$ cat src/rtl/sdram_ch0_arbiter.sv
// Two-requester arbiter for the SDRAM ch0 port: round-robin grants, a
// rd/wr handshake sequencer with start timeout, and periodic refresh pulses.
module sdram_ch0_arbiter #(
    parameter int ADDR_W           = 25,
    parameter int REFRESH_INTERVAL = 768,
    parameter int REFRESH_PULSE    = 2,
    parameter int START_TIMEOUT    = 8
) (
    input  logic              clk_sys,
    input  logic              reset_n,
    input  logic              a_req,
    input  logic              a_wr,
    input  logic [ADDR_W-1:0] a_addr,
    input  logic [7:0]        a_din,
    output logic              a_ack,
    output logic [7:0]        a_dout,
    input  logic              b_req,
    input  logic              b_wr,
    input  logic [ADDR_W-1:0] b_addr,
    input  logic [7:0]        b_din,
    output logic              b_ack,
    output logic [7:0]        b_dout,
    output logic [ADDR_W-1:0] ch0_addr,
    output logic              ch0_wr,
    output logic              ch0_rd,
    output logic [7:0]        ch0_din,
    input  logic [7:0]        ch0_dout,
    input  logic              ch0_busy,
    output logic              refresh,
    output logic [1:0]        grant,
    output logic              timeout_err
);

    localparam int RC_W = $clog2(REFRESH_INTERVAL + 1);
    localparam int RP_W = (REFRESH_PULSE > 1) ? $clog2(REFRESH_PULSE) : 1;
    localparam int TO_W = (START_TIMEOUT > 1) ? $clog2(START_TIMEOUT) : 1;
    localparam logic [RC_W-1:0] RC_MAX  = RC_W'(REFRESH_INTERVAL);
    localparam logic [RP_W-1:0] RP_LAST = RP_W'(REFRESH_PULSE - 1);
    localparam logic [TO_W-1:0] TO_LAST = TO_W'(START_TIMEOUT - 1);

    typedef struct packed {
        logic              wr;
        logic [ADDR_W-1:0] addr;
        logic [7:0]        din;
    } req_t;

    typedef enum logic [2:0] {
        S_IDLE,
        S_ISSUE,
        S_WAIT_BUSY,
        S_WAIT_DONE,
        S_COMPLETE,
        S_REFRESH
    } state_t;

    state_t            state_q, state_d;
    logic [RC_W-1:0]   rcnt_q, rcnt_d;
    logic [RP_W-1:0]   rp_q, rp_d;
    logic [TO_W-1:0]   to_q, to_d;
    logic              own_q, own_d;     // 0 = A, 1 = B
    logic              last_q, last_d;
    logic              op_wr_q, op_wr_d;
    logic [ADDR_W-1:0] addr_q, addr_d;
    logic [7:0]        din_q, din_d;
    logic              rd_q, rd_d;
    logic              wr_q, wr_d;
    logic              ref_q, ref_d;
    logic [1:0]        grant_q, grant_d;
    logic              tmo_q, tmo_d;
    logic              a_ack_q, a_ack_d;
    logic              b_ack_q, b_ack_d;
    logic [7:0]        a_dout_q, a_dout_d;
    logic [7:0]        b_dout_q, b_dout_d;

    req_t req_a, req_b, win;
    logic refresh_due;
    logic pick_b;
    logic enter_done;

    assign req_a       = {a_wr, a_addr, a_din};
    assign req_b       = {b_wr, b_addr, b_din};
    assign refresh_due = (rcnt_q >= RC_MAX);

    always_ff @(posedge clk_sys or negedge reset_n) begin
        if (!reset_n) begin
            state_q  <= S_IDLE;
            rcnt_q   <= '0;
            rp_q     <= '0;
            to_q     <= '0;
            own_q    <= 1'b0;
            last_q   <= 1'b1;
            op_wr_q  <= 1'b0;
            addr_q   <= '0;
            din_q    <= '0;
            rd_q     <= 1'b0;
            wr_q     <= 1'b0;
            ref_q    <= 1'b0;
            grant_q  <= '0;
            tmo_q    <= 1'b0;
            a_ack_q  <= 1'b0;
            b_ack_q  <= 1'b0;
            a_dout_q <= '0;
            b_dout_q <= '0;
        end else begin
            state_q  <= state_d;
            rcnt_q   <= rcnt_d;
            rp_q     <= rp_d;
            to_q     <= to_d;
            own_q    <= own_d;
            last_q   <= last_d;
            op_wr_q  <= op_wr_d;
            addr_q   <= addr_d;
            din_q    <= din_d;
            rd_q     <= rd_d;
            wr_q     <= wr_d;
            ref_q    <= ref_d;
            grant_q  <= grant_d;
            tmo_q    <= tmo_d;
            a_ack_q  <= a_ack_d;
            b_ack_q  <= b_ack_d;
            a_dout_q <= a_dout_d;
            b_dout_q <= b_dout_d;
        end
    end

    always_comb begin
        state_d    = state_q;
        rcnt_d     = refresh_due ? rcnt_q : rcnt_q + RC_W'(1);
        rp_d       = rp_q;
        to_d       = to_q;
        own_d      = own_q;
        last_d     = last_q;
        op_wr_d    = op_wr_q;
        addr_d     = addr_q;
        din_d      = din_q;
        rd_d       = rd_q;
        wr_d       = wr_q;
        ref_d      = ref_q;
        grant_d    = grant_q;
        tmo_d      = 1'b0;
        a_ack_d    = 1'b0;
        b_ack_d    = 1'b0;
        a_dout_d   = a_dout_q;
        b_dout_d   = b_dout_q;
        enter_done = 1'b0;
        // B wins when it is alone, or on a tie when A was served last.
        pick_b     = b_req & (~a_req | ~last_q);
        win        = pick_b ? req_b : req_a;

        case (state_q)
            S_IDLE: begin
                if (refresh_due) begin
                    state_d = S_REFRESH;
                    rcnt_d  = '0;
                    rp_d    = '0;
                    ref_d   = 1'b1;
                end else if (a_req || b_req) begin
                    state_d = S_ISSUE;
                    own_d   = pick_b;
                    op_wr_d = win.wr;
                    addr_d  = win.addr;
                    din_d   = win.din;
                    wr_d    = win.wr;
                    rd_d    = ~win.wr;
                    grant_d = pick_b ? 2'b10 : 2'b01;
                end
            end
            S_ISSUE: begin
                state_d = S_WAIT_BUSY;
                to_d    = '0;
            end
            S_WAIT_BUSY: begin
                if (ch0_busy) begin
                    state_d = S_WAIT_DONE;
                end else if (to_q == TO_LAST) begin
                    enter_done = 1'b1;
                    tmo_d      = 1'b1;
                end else begin
                    to_d = to_q + TO_W'(1);
                end
            end
            S_WAIT_DONE: begin
                if (!ch0_busy) enter_done = 1'b1;
            end
            S_COMPLETE: begin
                state_d = S_IDLE;
                grant_d = '0;
                last_d  = own_q;
            end
            S_REFRESH: begin
                if (rp_q == RP_LAST) begin
                    state_d = S_IDLE;
                    ref_d   = 1'b0;
                end else begin
                    rp_d = rp_q + RP_W'(1);
                end
            end
            default: state_d = S_IDLE;
        endcase

        // Shared completion path for both normal finish and start timeout.
        if (enter_done) begin
            state_d = S_COMPLETE;
            rd_d    = 1'b0;
            wr_d    = 1'b0;
            if (own_q) b_ack_d = 1'b1;
            else       a_ack_d = 1'b1;
            if (!op_wr_q) begin
                if (own_q) b_dout_d = ch0_dout;
                else       a_dout_d = ch0_dout;
            end
        end
    end

    assign a_ack       = a_ack_q;
    assign b_ack       = b_ack_q;
    assign a_dout      = a_dout_q;
    assign b_dout      = b_dout_q;
    assign ch0_addr    = addr_q;
    assign ch0_din     = din_q;
    assign ch0_rd      = rd_q;
    assign ch0_wr      = wr_q;
    assign refresh     = ref_q;
    assign grant       = grant_q;
    assign timeout_err = tmo_q;

endmodule

$ cat config.mk
export PLATFORM = sky130hd
export DESIGN_NAME = sdram_ch0_arbiter
export DESIGN_NICKNAME = d
export VERILOG_FILES = /design/src/rtl/sdram_ch0_arbiter.sv
export SDC_FILE = /design/constraint.sdc
export NUM_CORES = 1
export LEC_CHECK = 0
export CORE_ASPECT_RATIO = 1.4
export CORE_UTILIZATION = 40
export CTS_CLUSTER_DIAMETER = 120
export DETAILED_ROUTE_END_ITERATION = 12
export GPL_TIMING_DRIVEN = 0
export PLACE_DENSITY = 0.78
export SETUP_SLACK_MARGIN = 0.05
export SLEW_MARGIN = 15
export SYNTH_ARGS = -nofsm -noshare
export SYNTH_HDL_FRONTEND = slang
export SYNTH_SLANG_ARGS = --single-unit
$ cat constraint.sdc
create_clock -name clk_sys -period 2 [get_ports clk_sys]
set_input_delay 0.4 -clock clk_sys [delete_from_list [all_inputs] [get_ports clk_sys]]
set_output_delay 0.4 -clock clk_sys [all_outputs]
set_load 0.05 [all_outputs]
==> impl_metrics.json <==
{
  "drtIter0Drc": 221,
  "crit_required_ps": 2220,
  "netlist-cell-type-count": 50,
  "antenna_found_initial": 0,
  "root_buffer": "clkbuf_16",
  "start_kind": "flop",
  "path_clk_slew_ps": 60,
  "internal-power_mw": 5.416,
  "gr-usage-all-layers_pct": 20.96,
  "clkPwrFrac_pct": 19.7,
  "cts_buffers": 9,
  "crit_chain": "or3b_4, or4_4, buf_12, mux2_4",
  "leakagePower_nw": 2.534,
  "fin_cells": 589,
  "cts_buffer_depth": 2,
  "critPathCaptureType": "flop",
  "p_sw_share_pct": 44.23,
  "numClockSinks": 77,
  "grt_pass1_wl_um": 15030,
  "status": "finished, final reports clean",
  "cap_violations": 0,
  "min_from": "rcnt_q[7]",
  "clock_skew_ps": 7.443,
  "wl_um": 9332,
  "cp_slowest_cell": "or4_4",
  "synth_edf_count": 0,
  "layout-drive-gt1-share_pct": 15.50,
  "switchingPower_mw": 4.296,
  "numPortBuffers": 137,
  "ys_warn_count": 0,
  "worstMarginPinSlew_ps": 550.4,
  "criticalPathCategory": "flop to flop",
  "hpwl_um": 6672,
  "drc_errors": 0,
  "p_comb_share_pct": 52.4,
  "die_area_um2": 9366,
  "finalCritPeriodShare_pct": 95.97,
  "hold_ws_ps": 481.1,
  "vias": 3151,
  "slew_headroom_pct": 63.25,
  "syn_area_um2": 3591,
  "synth_ff_type": "dfrtp_1",
  "die_h_um": 114.1,
  "syn_nets": 404,
  "wl_per_cell_um": 15.84,
  "dr.pass1.iters": 4,
  "syn_to_final_growth_pct": 57.77,
  "ios": 138,
  "dp_cells": 562,
  "cpPeakStageDelay_ps": 500,
  "synth_area_per_cell_um2": 11.26,
  "gp_congestion": 0.8298,
  "p_seq_share_pct": 27.9,
  "busiest_layer": "met2",
  "finalPower_mw": 9.712,
  "slew_violations": 0,
  "cp_data_arrival_time_ps": 2140,
  "clkLatencyLatePin_ps": 330,
  "path_max_fanout": 8,
  "ant_nets": 0,
  "grt_max_degree": 52,
  "ys_ff_latch": 77,
  "antennaDiodeCount": 0,
  "start_util_pct": 41.47,
  "num-fill-cells": 699,
  "cp-startpoint": "state_q[1]",
  "htree_levels": 3,
  "rsz0062_at_grt": "yes",
  "peakVddDrop_mv": 1.045,
  "power.density_nw_per_um2": 1714,
  "min_path_type": "flop to flop",
  "cts_tree": "yes",
  "grt_pass1_vias": 3207,
  "grt.met2_usage_pct": 35.92,
  "core_um2": 8658,
  "fin_nets": 564,
  "ys_seq_area_share_pct": 53.69,
  "netlist_instances": 319,
  "async_flop_share_pct": 100.0,
  "setup-violations-final": 0,
  "fmax_ghz": 0.5210,
  "met1_usage_pct": 24.83,
  "gr-total-overflow": 0,
  "rr_startpoint": "state_q[1]",
  "routed_via_density": 5.350,
  "die_x_um": 82.08,
  "num_rows": 40,
  "grt_use_met3_pct": 3.267,
  "hold_viol_final": 0,
  "fin_crit_ps": 1919
}
[cells in the final DEF, fill, tap and decap left out, drive strengths merged, types with 4 or more instances in the layout]
| master | count |
|---|---|
| nand3 | 4 |
| mux2 | 19 |
| ha | 4 |
| inv | 5 |
| nand2 | 9 |
| a21oi | 79 |
| dlymetal6s2s | 7 |
| buf | 17 |
| clkdlybuf4s50 | 128 |
| nor2 | 8 |
| mux2i | 35 |
| o21ai | 10 |
| clkbuf | 29 |
| dfrtp | 76 |
[per-stage QoR]
| step | cell area, µm² | TNS [ps] | setup slack, ps | util, % |
|---|---|---|---|---|
| floorplan | 3605 | 0 | 58.40 | - |
| finish | 5665 | 0 | 80.60 | 65.43 |
| global route | 5665 | 0 | 35.68 | 65.43 |
| detailed placement | 5132 | -25990 | -611.1 | 59.28 |
| global placement | 5107 | -186030 | -2108 | 58.99 |
| CTS | 5577 | 0 | 25.48 | 64.41 |
[final timing paths]
kind / to / slack (ps) / cells past startpoint
max: a_dout[3] / 80 / 4
min: rcnt_q[7] / 480 / 1
max reg2reg: a_dout[3] / 80 / 4
min reg2reg: rcnt_q[7] / 480 / 1
max in group asynchronous: last_q / 860 / 3
min in group asynchronous: a_dout[0] / 520 / 2
[layer usage]
layer / part of all wire (%) / routed length [µm]
met1: 39 / 3640
met2: 54 / 5012
met3: 4.5 / 423
met4: 2.7 / 256
met5: 0 / 0
[power groups by stage]
stage	Combinational [mW]	Sequential, mW	Clock (mW)
final	5.09	2.71	1.91
after global placement	4.83	2.69	0
after detailed placement	4.92	2.71	0
after global routing	5.41	2.80	1.98
after floorplan	1.48	4.43	0
after CTS	5.03	2.70	1.93
[final cells by class]
cell class	instances	area, µm²	share of cell area (%)
flip-flops and latches	77	1928	34.03
multi-input cells	215	1604	28.31
repair buffers	151	1513	26.70
clock buffers	10	239.0	4.218
well taps	105	131.4	2.319
plain buffers	22	122.6	2.164
clock inverters	6	116.4	2.054
inverters	3	11.26	0.1988
[registers in the layout (all words and copies together), names as in the netlist, 2 cells and up]
name and cells:
ch0_addr 25, rcnt_q 10, a_dout 8, b_dout 8
ch0_din 8, state_q 3, to_q 3, grant 2
[cell families (layout without fill, tap and decap cells)]
family,Yosys count,after routing,synth area share [%]
adder cells (fa/ha/maj),4,4,1.394
buffers and inverters,27,192,3.066
flip-flops,77,77,53.69
AO/OA/AOI/OAI,111,111,17.63
multiplexers,54,54,16.55
AND/OR/NAND/NOR,46,46,7.666
[critical path, delay by kind of cell, from the launching register on]
family                 cells  cell delay [ps]
buffers and inverters      1              160
flip-flops                 1              410
multiplexers               1              290
AND/OR/NAND/NOR            2              930
[cell usage after synthesis, types with 4 or more instances]
| cell | n | area (µm²) |
|---|---|---|
| buf_2 | 4 | 20.02 |
| nand3_1 | 4 | 20.02 |
| ha_1 | 4 | 50.05 |
| mux2_2 | 11 | 123.9 |
| nand2_1 | 9 | 33.78 |
| mux2i_1 | 35 | 350.3 |
| a21oi_1 | 79 | 395.4 |
| nor2_1 | 8 | 30.03 |
| dfrtp_1 | 76 | 1902 |
| mux2_4 | 8 | 120.1 |
| o21ai_0 | 10 | 50.05 |
| clkbuf_1 | 18 | 67.56 |
[timing repair]
| action | 4_1_cts | 5_1_grt |
|---|---|---|
| pin swaps | 3 | 3 |
| buffers inserted | 5 | 7 |
| endpoints found under the setup margin | 56 | 49 |
| endpoints found under the hold margin | 26 | 0 |
| gates resized for setup | 15 | 24 |
| hold buffers | 1 | 0 |
No activity file was read; power rests on OpenSTA's default activity.
